### src/rtl/ps2_bus_monitor_if.sv
// PS/2 line taps and entry-FIFO read port of ps2_bus_monitor.
// master drives the lines and read controls; slave is the monitor.
interface ps2_bus_monitor_if #(
    parameter int unsigned FIFO_DEPTH = 16
);
    localparam int unsigned ADDR_W = $clog2(FIFO_DEPTH);

    logic              ps2c;
    logic              ps2d;
    logic              rd_en;
    logic              clr_overflow;
    logic [11:0]       rd_data;
    logic              empty;
    logic              full;
    logic [ADDR_W:0]   count;
    logic              overflow;
    logic              frame_tick;

    modport master (
        output ps2c, ps2d, rd_en, clr_overflow,
        input  rd_data, empty, full, count, overflow, frame_tick
    );

    modport slave (
        input  ps2c, ps2d, rd_en, clr_overflow,
        output rd_data, empty, full, count, overflow, frame_tick
    );
endinterface

### src/rtl/ps2_bus_monitor.sv
// Passive PS/2 snooper: decodes D2H and H2D frames, flags parity/frame/timeout
// errors and queues one 12-bit entry per frame in a first-word fall-through FIFO.
module ps2_bus_monitor #(
    parameter int unsigned FILTER_LEN  = 8,
    parameter int unsigned INHIBIT_CYC = 5000,
    parameter int unsigned TIMEOUT_CYC = 100000,
    parameter int unsigned FIFO_DEPTH  = 16
) (
    input  logic             clk,
    input  logic             reset,
    ps2_bus_monitor_if.slave bus
);
    localparam int unsigned ADDR_W = $clog2(FIFO_DEPTH);
    localparam int unsigned CNT_W  = ADDR_W + 1;
    localparam int unsigned FCNT_W = $clog2(FILTER_LEN + 1);
    localparam int unsigned LOW_W  = $clog2(INHIBIT_CYC + 1);
    localparam int unsigned TO_W   = $clog2(TIMEOUT_CYC + 1);
    localparam int unsigned BIT_W  = 4;

    typedef struct packed {
        logic       dir;
        logic       err_parity;
        logic       err_frame;
        logic       err_timeout;
        logic [7:0] data;
    } entry_t;

    typedef enum logic [2:0] {
        S_RESYNC,
        S_IDLE,
        S_D2H,
        S_INHIBIT,
        S_H2D,
        S_ACK
    } state_t;

    // index 0 = clock line, index 1 = data line
    logic [1:0]        sync1;
    logic [1:0]        sync2;
    logic [1:0]        filt;
    logic [FCNT_W-1:0] fcnt [2];
    logic              filt_c_q;
    logic              c_fall;
    logic              c_rise;

    logic [LOW_W-1:0]  low_cnt;
    logic              low_long;
    logic [TO_W-1:0]   to_cnt;
    logic              in_frame;
    logic              timeout_hit;

    state_t            state, state_n;
    logic [7:0]        data_q, data_n;
    logic [BIT_W-1:0]  bit_q, bit_n;
    logic              par_q, par_n;
    logic              stop_q, stop_n;
    logic              push_c;
    entry_t            entry_c;
    logic              frame_tick_q;
    entry_t            entry_q;

    entry_t            mem [FIFO_DEPTH];
    logic [ADDR_W-1:0] wr_ptr;
    logic [ADDR_W-1:0] rd_ptr;
    logic [CNT_W-1:0]  cnt_q, cnt_n;
    logic              empty_q;
    logic              full_q;
    logic              overflow_q;
    entry_t            rd_data_q;
    logic              do_push;
    logic              do_pop;
    logic              drop;
    logic              head_load;
    entry_t            head_n;

    // Synchronizer and glitch filter; a line only moves after FILTER_LEN agreeing samples
    always_ff @(posedge clk) begin
        if (!reset) begin
            sync1    <= '1;
            sync2    <= '1;
            filt     <= '1;
            filt_c_q <= 1'b1;
            for (int i = 0; i < 2; i++) fcnt[i] <= '0;
        end else begin
            sync1    <= {bus.ps2d, bus.ps2c};
            sync2    <= sync1;
            filt_c_q <= filt[0];
            for (int i = 0; i < 2; i++) begin
                if (sync2[i] == filt[i]) begin
                    fcnt[i] <= '0;
                end else if (fcnt[i] == FCNT_W'(FILTER_LEN - 1)) begin
                    filt[i] <= sync2[i];
                    fcnt[i] <= '0;
                end else begin
                    fcnt[i] <= fcnt[i] + FCNT_W'(1);
                end
            end
        end
    end

    assign c_fall = filt_c_q & ~filt[0];
    assign c_rise = ~filt_c_q & filt[0];

    // Clock-low duration (inhibit detection) and inter-edge timeout counters
    always_ff @(posedge clk) begin
        if (!reset || filt[0]) begin
            low_cnt <= '0;
        end else if (low_cnt != LOW_W'(INHIBIT_CYC)) begin
            low_cnt <= low_cnt + LOW_W'(1);
        end
    end

    assign low_long = ~filt[0] && (low_cnt >= LOW_W'(INHIBIT_CYC - 1));
    assign in_frame = (state == S_D2H) || (state == S_H2D) || (state == S_ACK);

    always_ff @(posedge clk) begin
        if (!reset || !in_frame || c_fall || c_rise) begin
            to_cnt <= '0;
        end else if (to_cnt != TO_W'(TIMEOUT_CYC)) begin
            to_cnt <= to_cnt + TO_W'(1);
        end
    end

    assign timeout_hit = in_frame && (to_cnt == TO_W'(TIMEOUT_CYC));

    always_ff @(posedge clk) begin
        if (!reset) begin
            state        <= S_RESYNC;
            data_q       <= '0;
            bit_q        <= '0;
            par_q        <= 1'b0;
            stop_q       <= 1'b0;
            frame_tick_q <= 1'b0;
            entry_q      <= '0;
        end else begin
            state        <= state_n;
            data_q       <= data_n;
            bit_q        <= bit_n;
            par_q        <= par_n;
            stop_q       <= stop_n;
            frame_tick_q <= push_c;
            entry_q      <= entry_c;
        end
    end

    // Frame decoder: bit index 0..7 data, 8 parity, 9 stop
    always_comb begin
        state_n = state;
        data_n  = data_q;
        bit_n   = bit_q;
        par_n   = par_q;
        stop_n  = stop_q;
        push_c  = 1'b0;
        entry_c = '0;
        unique case (state)
            S_RESYNC: begin
                if (filt[0] && filt[1]) state_n = S_IDLE;
            end
            S_IDLE: begin
                if (c_fall && !filt[1]) begin
                    state_n = S_D2H;
                    data_n  = '0;
                    bit_n   = '0;
                end else if (low_long) begin
                    state_n = S_INHIBIT;
                end
            end
            S_D2H: begin
                if (low_long || timeout_hit) begin
                    push_c              = 1'b1;
                    entry_c.err_timeout = 1'b1;
                    entry_c.data        = data_q;
                    state_n             = low_long ? S_INHIBIT : S_RESYNC;
                end else if (c_fall) begin
                    bit_n = bit_q + BIT_W'(1);
                    if (bit_q < BIT_W'(8)) begin
                        data_n[bit_q[2:0]] = filt[1];
                    end else if (bit_q == BIT_W'(8)) begin
                        par_n = filt[1];
                    end else begin
                        push_c             = 1'b1;
                        entry_c.err_parity = ~^{par_q, data_q};
                        entry_c.err_frame  = ~filt[1];
                        entry_c.data       = data_q;
                        state_n            = S_IDLE;
                    end
                end
            end
            S_INHIBIT: begin
                if (c_rise) begin
                    state_n = filt[1] ? S_IDLE : S_H2D;
                    data_n  = '0;
                    bit_n   = '0;
                end
            end
            S_H2D: begin
                if (timeout_hit) begin
                    push_c              = 1'b1;
                    entry_c.dir         = 1'b1;
                    entry_c.err_timeout = 1'b1;
                    entry_c.data        = data_q;
                    state_n             = S_RESYNC;
                end else if (c_rise) begin
                    bit_n = bit_q + BIT_W'(1);
                    if (bit_q < BIT_W'(8)) begin
                        data_n[bit_q[2:0]] = filt[1];
                    end else if (bit_q == BIT_W'(8)) begin
                        par_n = filt[1];
                    end else begin
                        stop_n  = filt[1];
                        state_n = S_ACK;
                    end
                end
            end
            S_ACK: begin
                if (timeout_hit) begin
                    push_c              = 1'b1;
                    entry_c.dir         = 1'b1;
                    entry_c.err_timeout = 1'b1;
                    entry_c.data        = data_q;
                    state_n             = S_RESYNC;
                end else if (c_fall) begin
                    push_c             = 1'b1;
                    entry_c.dir        = 1'b1;
                    entry_c.err_parity = ~^{par_q, data_q};
                    entry_c.err_frame  = ~stop_q | filt[1];
                    entry_c.data       = data_q;
                    state_n            = S_IDLE;
                end
            end
            default: state_n = S_RESYNC;
        endcase
    end

    // FIFO control; a push while full is only accepted alongside a pop
    always_comb begin
        do_pop    = bus.rd_en && !empty_q;
        do_push   = frame_tick_q && (!full_q || do_pop);
        drop      = frame_tick_q && full_q && !do_pop;
        cnt_n     = cnt_q;
        if (do_push && !do_pop) cnt_n = cnt_q + CNT_W'(1);
        if (!do_push && do_pop) cnt_n = cnt_q - CNT_W'(1);
        head_load = 1'b0;
        head_n    = rd_data_q;
        if (do_pop && (cnt_q > CNT_W'(1))) begin
            head_load = 1'b1;
            head_n    = mem[rd_ptr + ADDR_W'(1)];
        end else if (do_push && (empty_q || do_pop)) begin
            head_load = 1'b1;
            head_n    = entry_q;
        end
    end

    always_ff @(posedge clk) begin
        if (do_push) mem[wr_ptr] <= entry_q;
    end

    always_ff @(posedge clk) begin
        if (!reset) begin
            wr_ptr     <= '0;
            rd_ptr     <= '0;
            cnt_q      <= '0;
            empty_q    <= 1'b1;
            full_q     <= 1'b0;
            overflow_q <= 1'b0;
            rd_data_q  <= '0;
        end else begin
            if (do_push) wr_ptr <= wr_ptr + ADDR_W'(1);
            if (do_pop)  rd_ptr <= rd_ptr + ADDR_W'(1);
            cnt_q   <= cnt_n;
            empty_q <= (cnt_n == '0);
            full_q  <= (cnt_n == CNT_W'(FIFO_DEPTH));
            if (head_load) rd_data_q <= head_n;
            if (drop) begin
                overflow_q <= 1'b1;
            end else if (bus.clr_overflow) begin
                overflow_q <= 1'b0;
            end
        end
    end

    assign bus.rd_data    = rd_data_q;
    assign bus.empty      = empty_q;
    assign bus.full       = full_q;
    assign bus.count      = cnt_q;
    assign bus.overflow   = overflow_q;
    assign bus.frame_tick = frame_tick_q;
endmodule

### src/flat_wrapper.sv
// flat-port wrapper written by rule: the top's interface ports become plain ports
module ps2_bus_monitor_flat 
#(
    parameter int unsigned FILTER_LEN  = 8,
    parameter int unsigned INHIBIT_CYC = 5000,
    parameter int unsigned TIMEOUT_CYC = 100000,
    parameter int unsigned FIFO_DEPTH  = 16
)
  (clk, reset, bus_ps2c, bus_ps2d, bus_rd_en, bus_clr_overflow, bus_rd_data, bus_empty, bus_full, bus_count, bus_overflow, bus_frame_tick);
  ps2_bus_monitor_if #(.FIFO_DEPTH(FIFO_DEPTH)) bus_i ();
  input  logic clk;
  input  logic reset;
  input wire logic [$bits(bus_i.ps2c)-1:0] bus_ps2c;
  input wire logic [$bits(bus_i.ps2d)-1:0] bus_ps2d;
  input wire logic [$bits(bus_i.rd_en)-1:0] bus_rd_en;
  input wire logic [$bits(bus_i.clr_overflow)-1:0] bus_clr_overflow;
  output wire logic [$bits(bus_i.rd_data)-1:0] bus_rd_data;
  output wire logic [$bits(bus_i.empty)-1:0] bus_empty;
  output wire logic [$bits(bus_i.full)-1:0] bus_full;
  output wire logic [$bits(bus_i.count)-1:0] bus_count;
  output wire logic [$bits(bus_i.overflow)-1:0] bus_overflow;
  output wire logic [$bits(bus_i.frame_tick)-1:0] bus_frame_tick;
  assign bus_i.ps2c = bus_ps2c;
  assign bus_i.ps2d = bus_ps2d;
  assign bus_i.rd_en = bus_rd_en;
  assign bus_i.clr_overflow = bus_clr_overflow;
  assign bus_rd_data = bus_i.rd_data;
  assign bus_empty = bus_i.empty;
  assign bus_full = bus_i.full;
  assign bus_count = bus_i.count;
  assign bus_overflow = bus_i.overflow;
  assign bus_frame_tick = bus_i.frame_tick;
  ps2_bus_monitor #(.FILTER_LEN(FILTER_LEN), .INHIBIT_CYC(INHIBIT_CYC), .TIMEOUT_CYC(TIMEOUT_CYC), .FIFO_DEPTH(FIFO_DEPTH)) u_core (.clk(clk), .reset(reset), .bus(bus_i));
endmodule
### config.mk
export PLATFORM = sky130hd
export DESIGN_NAME = ps2_bus_monitor_flat
export DESIGN_NICKNAME = d
export VERILOG_FILES = /design/src/rtl/ps2_bus_monitor_if.sv /design/src/rtl/ps2_bus_monitor.sv /design/src/flat_wrapper.sv
export SDC_FILE = /design/constraint.sdc
export NUM_CORES = 1
export LEC_CHECK = 0
export CAP_MARGIN = 20
export CORE_UTILIZATION = 40
export CTS_CLUSTER_SIZE = 24
export DETAILED_ROUTE_END_ITERATION = 6
export PLACE_DENSITY_LB_ADDON = 0.25
export SYNTH_ARGS = -nofsm -noshare
export SYNTH_HDL_FRONTEND = slang
export SYNTH_SLANG_ARGS = --single-unit
### constraint.sdc
create_clock -name clk -period 3.05 [get_ports clk]
set_input_delay 0.4575 -clock clk [delete_from_list [all_inputs] [get_ports clk]]
set_output_delay 0.4575 -clock clk [all_outputs]
set_load 0.005 [all_outputs]
* After elaboration in Yosys (flattened, before gate mapping)
Memories as Yosys holds them, arrays and structs flattened.
Cells that the tools add are included.
Widths: inputs -> output; s select.
** Storage, ports and cells
- Register bits :: 95
- Bits in latches :: 0
- Bits in writable memories :: 200
- Memory bits (read-only) :: 0
- Output and inout port bits :: 21
- Logic and storage cells :: 242
- Memories :: 2
** Memory list
- u_core.mem :: depth 16, bits a word 12, rd ports 1, clocked after memory_dff 0, write ports 1, line ps2_bus_monitor.sv:62 : entry_t mem [FIFO_DEPTH];
- u_core.fcnt :: depth 2, bits a word 4, rd ports 2, clocked after memory_dff 0, write ports 2, line ps2_bus_monitor.sv:41 : logic [FCNT_W-1:0] fcnt [2];
** Cells by class
- $add $sub $neg :: 9
- Multipliers :: 0
- Div/mod/pow operators :: 0
- Magnitude comparators :: 5
- Equal/unequal tests :: 29
- Shift operators :: 0
- Muxes and demuxes :: 107
- Bitwise gates (word level) :: 18
- Reduce and logical (&&, ||, !) cells :: 43
** Operator list (count)
- $mux 8 :: 13
- $mux 3 :: 16
- $mux 4 :: 12
- $mux 1 :: 45
- $pmux 8 s4 :: 1
- $pmux 9 s3 :: 1
- $mux 12 :: 2
- $add 4x1->4 const B :: 5
- $pmux 3 s6 :: 1
- $add 17x1->17 const B :: 1
- $eq 17x17->1 const B :: 1
- $ne 17x17->1 const B :: 1
- $pmux 4 s4 :: 1
- $add 13x1->13 const B :: 1
- $ge 13x13->1 const B :: 1
- $logic_and 1x1->1 :: 13
- $ne 13x13->1 const B :: 1
- $mux 2 :: 6
- $mux 5 :: 2
- $ne 2x1->1 const B :: 5
- $reduce_and 10->1 :: 1
- $reduce_and 5->1 :: 2
- $logic_or 1x1->1 :: 9
- $mux 9 :: 1
- 33 further kinds :: 69

* Logic depth before layout (Yosys ltp)
- Depth in word-level cells :: 9
- Gate-level depth with buffers :: 9
- Mapped depth without buffers :: 7

* Worst setup path after synthesis
OpenSTA, ideal clock, no wires.
- Kind :: reg2reg
- Start :: register u_core.frame_tick_q, in the netlist u_core.bus.frame_tick
- End :: memory u_core.mem[3][0] (netlist name), enable pin
- Library setup time :: 0.396 ns
- Data arrival time :: 1.984 ns
- Path slack :: 0.669 ns
- Cell stages (with the launch flop) :: 5
- Period minus slack after synthesis :: 2.381 ns
- Path through :: dfxtp_1 clkbuf_1 a21boi_2 nand2_1 nor3_1
** Between the ends
- Longest elaborated chain between the ends :: 3
** RTL lines
- start: declaration :: line ps2_bus_monitor.sv:59 : logic frame_tick_q;
- start signal: assignment :: line ps2_bus_monitor.sv:141 : frame_tick_q <= push_c;
- $logic_and 1x1->1 :: line ps2_bus_monitor.sv:238 : do_push = frame_tick_q && (!full_q || do_pop);
- $mux 1 :: line ps2_bus_monitor.sv:255 : if (do_push) mem[wr_ptr] <= entry_q;
- $mux 1 (implied by the code) :: line ps2_bus_monitor.sv:255
- end: declaration :: line ps2_bus_monitor.sv:62
No other way between the ends.

* Worst setup path in the final report
- Start :: register u_core.low_cnt[1]
- End :: register u_core.data_q[2]
** Between the ends
- Longest elaborated chain between the ends :: 5
** RTL lines
- start: declaration :: line ps2_bus_monitor.sv:46 : logic [LOW_W-1:0] low_cnt;
- start signal: assignment :: line ps2_bus_monitor.sv:109 : low_cnt <= low_cnt + LOW_W'(1);
- $ge 13x13->1 :: line ps2_bus_monitor.sv:113 : assign low_long = ~filt[0] && (low_cnt >= LOW_W'(INHIBIT_CYC - 1));
- $logic_and 1x1->1 :: line ps2_bus_monitor.sv:113
- $logic_or 1x1->1 :: line ps2_bus_monitor.sv:169 : if (low_long || timeout_hit) begin
- $ne 2x2->1 (no source line)
- $reduce_and 7->1 (no source line)
- end signal: assignment :: line ps2_bus_monitor.sv:137 : data_q <= data_n;
- end: declaration :: line ps2_bus_monitor.sv:53 : logic [7:0] data_q, data_n;
No other way between the ends.
A chain may end at the register's enable or synchronous reset.

==> reports/results.txt <==
The flow ran to the end, and the final reports show no timing, DRC or antenna violations. For the mapped cell area, the log shows 12400 um^2. The longest individual stage delay on the worst path was 490 ps; the combinational power share was 14.7%.

Post-CTS repair changed the size of 0 cells. For the upper clock frequency limit, the log shows 418 MHz. Buffers added to address setup during post-CTS repair amount to 0. The setup slack at placement is 400 ps. The tightest hold path in the finished design has a slack of 408 ps.

The final critical-path share of the clock period is 78.4%, and the clock period minus final worst setup slack is 2390 ps. Setup total negative slack on the finished layout was measured at 0 ps. The detail route stage leaves a number of antenna-violating nets equal to 0. In the final layout, the multi-input gates occupy 4270 um^2. The critical path goes through ha_1 > a211oi_1 > a2111o_1 > a211oi_2 > nor4_1 > a31o_2. In this run, the number of DRC markers left after iteration 0 of detailed routing was 443. The largest total area in the synthesized netlist belongs to sky130_fd_sc_hd__edfxtp_1. In the final layout, flip-flops and latches occupy 7910 um^2. TritonCTS built the clock tree.

The final clock skew was 7.22 ps; the flop and latch count out of synthesis was 295. The initial antenna violation count is 0, and the ratio of total power to cell area is 677 nW/um^2. The logs give 31 for the number of buffers inserted during clock tree synthesis and 0.828 for the global placer's final weighted congestion. Sorting the synthesized cells by area gives the leading types as sky130_fd_sc_hd__edfxtp_1, sky130_fd_sc_hd__dfxtp_1, sky130_fd_sc_hd__mux4_2.

The minimum setup slack among reg-to-reg paths was 660 ps. The number of cells on the worst reg-to-reg path is 6. STA classifies the critical path endpoint as a flop.

In the final routed layout, each cell accounts on average for 19.7 um. Setup repair after global routing left no endpoint under its margin. The path category of the worst min-delay check was flop to flop.

Summing over every cut layer, the via total after detailed routing is 7266. In the final layout, the share of cells above drive strength 1 is 17.8%. The most frequent standard cell in the layout excluding fill and tap cells was sky130_fd_sc_hd__edfxtp_1. The tools report the startpoint kind of the worst setup timing path as a flop. The die is 178 um wide. Leaving out fill and tap cells, the most frequent cells in the layout are sky130_fd_sc_hd__edfxtp_1, sky130_fd_sc_hd__dfxtp_1, sky130_fd_sc_hd__nor2_1, sky130_fd_sc_hd__mux4_2, sky130_fd_sc_hd__nand2_1. For the register share of total power, the log shows 45.7%.

The logs give 26.8 mm for the final wirelength and 295 for the number of sinks on the clock net. In the synthesized netlist the dominant register cell turns out to be sky130_fd_sc_hd__edfxtp_1. The full die area is 31700 um^2. The area fraction of the dominant cell type after synthesis is 48.4%. The count of distinct cell types in the synthesized netlist was 70; the instance count of the mapped netlist was 878.

Number of max-slew violations in the final report: 0. The final count of hold timing violations was 0; the share of synthesized flip-flops with an asynchronous set or reset was 0%. For the global-route usage over all layers, the log shows 17.4%. For the arrival time of the worst setup path, the log shows 2850 ps. For this configuration, the core starts out at a cell density of 40.6%. The run gives 3 as the number of buffers between clock root and the deepest sink. Switching power as a share of total power: 24.2%. Global routing finished with a remaining overflow of 0. On the critical path, the stage with the largest delay is an instance of sky130_fd_sc_hd__a2111o_1. Largest voltage drop on the vdd net: 0.000467 V. The first global-routing pass estimated 41.7 mm of wire.

The core region is 30600 um^2. The share of the Yosys chip area taken by registers is 63.7%. The leakage dissipation is 4.65 nW.

The count of buffers added on input and output ports is 26. The startpoint identified for the worst hold timing path is u_core.sync1[0]$_SDFF_PN1_. The setup violation total in the final timing report was 0; the clock-pin transition on the worst setup and hold timing paths was 60 ps. Entering global routing, the biggest net connects 50 pins. Once detailed placement completed, the half-perimeter wirelength came to 17.4 mm. The layout has 2679 filler cells.

Using the TritonRoute via totals, the vias-per-cell ratio works out to 5.35. The die is 178 um tall. The switching power is 2.36 mW. The mean post-synth cell area is 14.1 um^2, and the required time of the critical path is 3510 ps. For the worst-skew pair, the clock arrives at the later sink with an insertion delay of 560 ps. The I/O pin count is 27. The endpoint identified for the worst register-to-register timing path is u_core.data_q[2]$_SDFFE_PN0P_. For the count of hold buffers inserted by post-cts repair, the log shows 0. In this run the critical register-to-register path is launched from u_core.low_cnt[1]$_SDFFE_PP0P_. During synthesis, Yosys emitted a total of 0 warnings.

The tools report the DRC violation count after routing as 0. The number of global-route vias before repair was 7295; the tightest slew margin relative to the limit was 34.4%. The final critical-path setup slack is 660 ps, and the largest fanout on the critical path is 7. The synthesized design contains 200 enable-type register cells. The hold-critical path depth came out at 1. The level count of the clock H-tree was 1; the area growth from synthesis to final layout was 16.2%. For the first-pass iteration count of the detailed router, the log shows 7. The critical path in this run is classified as flop to flop. For hold timing, the worst endpoint is u_core.sync2[0]$_SDFF_PN1_.

The floorplan has 64 rows. The number of inserted diodes is 0, and the measured slew at the worst slew-check pin is 975 ps. The final layout contains 959 nets. The total internal power was 7.40 mW; the max-cap violation count was 0. The clock network is responsible for 39.6% of the overall power.

The root buffer cell chosen for the clock tree is sky130_fd_sc_hd__clkbuf_16.
-- worst max path at each step --
| stage | start | endpoint | slack (ps) |
|---|---|---|---|
| after floorplan | u_core.bus.frame_tick$_SDFF_PN0_ | u_core.mem[3][0]$_DFFE_PP_ | 670 |
| after global placement | bus_rd_en | u_core.bus.full$_SDFF_PN0_ | 460 |
| after detailed placement | bus_rd_en | u_core.mem[3][0]$_DFFE_PP_ | 400 |
| after CTS | u_core.low_cnt[1]$_SDFFE_PP0P_ | u_core.data_q[2]$_SDFFE_PN0P_ | 660 |
| after global routing | u_core.low_cnt[1]$_SDFFE_PP0P_ | u_core.bit_q[3]$_SDFFE_PN0P_ | 430 |
| final | u_core.low_cnt[1]$_SDFFE_PP0P_ | u_core.data_q[2]$_SDFFE_PN0P_ | 660 |
-- stage by stage --
stage	util (%)	instances	total power [mW]	area (um^2)
finish	47.1	1357	9.76	14400
CTS	47.1	1357	9.88	14400
floorplan	-	885	5.46	12400
detailed placement	43.7	1300	6.00	13400
global placement	43.7	1300	6.00	13400
global route	47.1	1357	10.2	14400
-- critical path, delay by kind of cell, from the launching register on --
kind,cells,cell delay (ps)
compound gates,4,1360
flops,1,420
simple gates,1,200
fa+ha+maj,1,290
-- synthesized netlist by cell type (3+ instances only) --
master / n
sky130_fd_sc_hd__nor2_1: 77
sky130_fd_sc_hd__inv_1: 25
sky130_fd_sc_hd__a32oi_1: 3
sky130_fd_sc_hd__and3_1: 6
sky130_fd_sc_hd__o21ai_1: 4
sky130_fd_sc_hd__o31a_1: 3
sky130_fd_sc_hd__ha_1: 16
sky130_fd_sc_hd__a211oi_1: 13
sky130_fd_sc_hd__a31o_2: 5
sky130_fd_sc_hd__edfxtp_1: 200
sky130_fd_sc_hd__a31oi_1: 17
sky130_fd_sc_hd__dfxtp_1: 95
sky130_fd_sc_hd__nor4_1: 6
sky130_fd_sc_hd__mux4_2: 60
sky130_fd_sc_hd__buf_2: 16
sky130_fd_sc_hd__o311ai_0: 4
sky130_fd_sc_hd__nand2b_1: 15
sky130_fd_sc_hd__nor3b_1: 3
sky130_fd_sc_hd__nor3_1: 20
sky130_fd_sc_hd__nor4bb_1: 3
sky130_fd_sc_hd__a21oi_1: 19
sky130_fd_sc_hd__clkbuf_1: 26
sky130_fd_sc_hd__buf_1: 3
sky130_fd_sc_hd__and2_1: 4
sky130_fd_sc_hd__mux2i_1: 5
sky130_fd_sc_hd__o41ai_1: 3
sky130_fd_sc_hd__o21ai_0: 22
sky130_fd_sc_hd__o31ai_1: 11
sky130_fd_sc_hd__nand3b_1: 5
sky130_fd_sc_hd__nand2_1: 55
sky130_fd_sc_hd__nand4_1: 9
sky130_fd_sc_hd__nor2b_1: 6
sky130_fd_sc_hd__or3_1: 3
sky130_fd_sc_hd__xnor2_1: 26
sky130_fd_sc_hd__nand3_1: 18
sky130_fd_sc_hd__xor2_1: 27
sky130_fd_sc_hd__a311oi_1: 5
sky130_fd_sc_hd__and4_1: 3
-- state kept, by name (all words and copies together), names as in the netlist, 5 cells and up --
register            flops
u_core.mem            192
u_core.bus.rd_data     12
u_core.to_cnt          17
u_core.fcnt             8
u_core.low_cnt         13
u_core.data_q           8
u_core.entry_q         12
u_core.bus.count        5
-- area by class of cell --
type	count	area share, %
clock inverters	22	1.79
repair buffers	64	4.04
well taps	396	3.44
multi-input cells	518	29.6
inverters	27	0.703
flip-flops and latches	295	54.9
clock buffers	35	5.56
-- routing by layer --
metal / vias up / GRT usage (%) / part of all wire, %
li1: 3475 / - / -
met1: 3623 / 23.2 / 46
met2: 129 / 29.2 / 48
met3: 39 / 2.66 / 3.6
met4: 0 / 4.99 / 2.4
met5: - / 0 / 0
-- kinds of logic after synthesis --
family          synth area share [%]
mux                             11.3
buf+inv                         2.34
other cells                   0.0302
xor+xnor                        3.74
fa+ha+maj                       1.61
flops                           63.7
compound gates                  7.43
simple gates                    9.81
-- power by group through the flow --
stage               Clock (mW)  Combinational [mW]  Sequential [mW]
detailed placement           0                1.45             4.55
floorplan                    0               0.969             4.49
global placement             0                1.45             4.55
global route              4.12                1.55             4.48
CTS                       3.96                1.46             4.46
finish                    3.87                1.43             4.46
No activity file was read; power rests on OpenSTA's default activity.
==> variant (same settings) <==
`INHIBIT_CYC` is set to 5000 in 2 places; all go to 2500.
--- a/src/rtl/ps2_bus_monitor.sv
+++ b/src/rtl/ps2_bus_monitor.sv
@@ -2,7 +2,7 @@
 // errors and queues one 12-bit entry per frame in a first-word fall-through FIFO.
 module ps2_bus_monitor #(
     parameter int unsigned FILTER_LEN  = 8,
-    parameter int unsigned INHIBIT_CYC = 5000,
+    parameter int unsigned INHIBIT_CYC = 2500,
     parameter int unsigned TIMEOUT_CYC = 100000,
     parameter int unsigned FIFO_DEPTH  = 16
 ) (
--- a/src/flat_wrapper.sv
+++ b/src/flat_wrapper.sv
@@ -2,7 +2,7 @@
 module ps2_bus_monitor_flat 
 #(
     parameter int unsigned FILTER_LEN  = 8,
-    parameter int unsigned INHIBIT_CYC = 5000,
+    parameter int unsigned INHIBIT_CYC = 2500,
     parameter int unsigned TIMEOUT_CYC = 100000,
     parameter int unsigned FIFO_DEPTH  = 16
 )
Check against the original RTL: same outputs for any inputs over 10 cycles, from zero or initial values and one cycle with reset low; that may be too few to reach the edited logic, so the function may still have changed.
==> variant against the original RTL <==
  * Power fell by 9.2%
  * Routed wire length fell by 3.1%
  * Area after synthesis is 0.62% lower
  * Via count rose by 0.89%
  * Design area fell by 1.2%
  * Setup slack worse by 0.30 ns
  * Sequential power down 0.9%
  * Sequential share of layout area grew 0.53 points
  * First-iteration DRC count increased by 18%
  * Sequential cell count shrank 1
  * Core utilization increased by 0.42 points
  * Clock skew up 0.029 ns
  * Critical path type unchanged
  * Largest cell class unchanged
==> variant: results (changes against the original RTL) <==
* Largest fanout on the critical path at 50 (was 7)
* Number of detailed-route iterations in the first pass at 4 (was 7)
* Headroom to the max-slew limit at 42.8% (was 34.4%)
* Count of cell types in the netlist at 75 (was 70)
* Worst vdd rail ir drop at 0.399 mV (was 0.467 mV)
* Total track usage at 17.1% (was 17.4%)
* CP arrival at 3.12 ns (was 2.85 ns)
* Registers with the highest flip-flop counts: u_core.mem: 192 flops, u_core.to_cnt: 17 flops (was u_core.mem: 192 flops, u_core.to_cnt: 17 flops, u_core.low_cnt: 13 flops)
* Post-synth ARST share at 0% (unchanged)
* Sequential element share of the synthesized area at 64.0% (was 63.7%)
* Number of nets in the layout at 976 (was 959)
* Fraction of layout cells with a size suffix above 1 at 18.6% (was 17.8%)
* Buffer type at the clock tree root: clkbuf_16 (unchanged)
* Final estimated routing congestion in global placement at 0.811 (was 0.828)
* Clock-pin slew of the registers on the worst-case setup and hold paths at 0.06 ns (about the same)
* First DRT Iteration DRCs at 521 (was 443)
* Initial antenna violation count at 0 (unchanged)
* Number of buffers inserted during clock tree synthesis at 30 (was 31)
* Count of inserted antenna diode cells at 0 (unchanged)
* Most area-consuming cells after synthesis: edfxtp_1 49%, dfxtp_1 15%, mux4_2 8.8%, nor2_1 2.3%, xor2_1 2.2% (was edfxtp_1 48%, dfxtp_1 15%, mux4_2 11%, nor2_1 2.3%, xor2_1 1.9%)
* Top cell types by occurrence after synthesis: 200 x edfxtp_1, 94 x dfxtp_1, 74 x nor2_1, 65 x nand2_1, 48 x mux4_2 (was 200 x edfxtp_1, 95 x dfxtp_1, 77 x nor2_1, 60 x mux4_2, 55 x nand2_1)
* Postcts setup bufs at 0 (unchanged)
* First-pass GRT wire length at 41300 um (was 41700 um)
* Status: finished, final reports clean (unchanged)
* Pin count of the biggest net entering global routing at 51 (was 50)
* Cells resized by post-CTS repair at 0 (unchanged)
* Leakage dissipation at 0.00467 uW (was 0.00465 uW)
* Commonest register cell after synthesis: edfxtp_1 (unchanged)
* Routed WL per cell at 19.0 um (was 19.7 um)
* Hpwl dp at 16900 um (was 17400 um)
* Number of warnings printed during yosys synthesis at 0 (unchanged)
* Min-delay worst type: input port to flop (was flop to flop)
* Number of enable-type register cells in the synthesized netlist at 200 (unchanged)
* H-tree levels at 1 (unchanged)
* Maximum buffer depth of the clock tree at 3 (unchanged)
* Worst clock skew on the final layout at 0.0363 ns (was 0.00722 ns)
* Input/output buffers at 26 (unchanged)
* Clock latency of the later-clocked register in the worst-skew pair at 0.56 ns (about the same)
* Total via count after detailed routing at 7331 (was 7266)
variant: changes by cell type after synthesis, sizes merged, moves of 5 or more:
cell	change
nand2	+10
a211oi	-11
xnor2	-8
mux4	-12
o31ai	-10
nor3	-6
a22oi	+14
nand3	+6
nor4	+6
buf	-10
clkbuf	+7
mux2	+24
or4	+5
variant: cell families (layout without fill, tap and decap cells):
family	after synthesis	after routing	share of synthesized area, %
adder cells (fa/ha/maj)	16	16	1.62
other	1	8	0.0304
buffers and inverters	66	152	2.13
multiplexers	76	76	11.3
AND/OR/NAND/NOR	270	270	11.3
XOR/XNOR	49	49	3.48
flip-flops	294	294	64.0
AO/OA/AOI/OAI	113	113	6.18
variant: path summary, 6_finish.rpt:
path                    start                     to  slack (ns)  cells past startpoint
min reg2reg   u_core.sync1[1]        u_core.sync2[1]        0.40                      1
min                     reset           u_core.par_q        0.32                      3
max          u_core.rd_ptr[0]  u_core.bus.rd_data[3]        0.36                      7
max reg2reg  u_core.rd_ptr[0]  u_core.bus.rd_data[3]        0.36                      7
variant: final cells by class:
type | instances | area [um^2]
clock buffer | 44 | 833
tap | 390 | 488
clock inverter | 12 | 67.6
inverter | 24 | 90.1
multi-input combinational | 532 | 4240
sequential | 294 | 7890
fill | 2616 | 15700
timing repair buffer | 72 | 626
variant: layer usage:
layer | GRT usage [%] | wire length (um)
met3 | 3.02 | 1090
met1 | 23.0 | 11600
met2 | 28.6 | 12700
met5 | 0 | 0
met4 | 4.06 | 503
variant: through the flow:
step / power, uW / cells / area (um^2) / worst slack [ns] / utilization [%]
after global routing: 9230 / 1368 / 14200 / 0.170 / 47.5
final: 8860 / 1368 / 14200 / 0.360 / 47.5
after CTS: 8970 / 1368 / 14200 / 0.326 / 47.5
after detailed placement: 5640 / 1312 / 13300 / 0.336 / 44.5
after global placement: 5640 / 1312 / 13300 / 0.432 / 44.5
after floorplan: 5170 / 892 / 12400 / 0.422 / -
variant: critical path, stage by stage, from the launching register on:
cell	delay, ns
dfxtp_4	0.36
buf_12	0.36
nand3_1	0.23
xor2_2	0.72
buf_4	0.25
mux2_2	0.34
a22oi_1	0.18
a31oi_1	0.10
variant: power by group:
group          total (uW)  switching, uW  internal [uW]
registers            4420            110           4310
clock network        3320           1440           1890
logic                1110            547            567
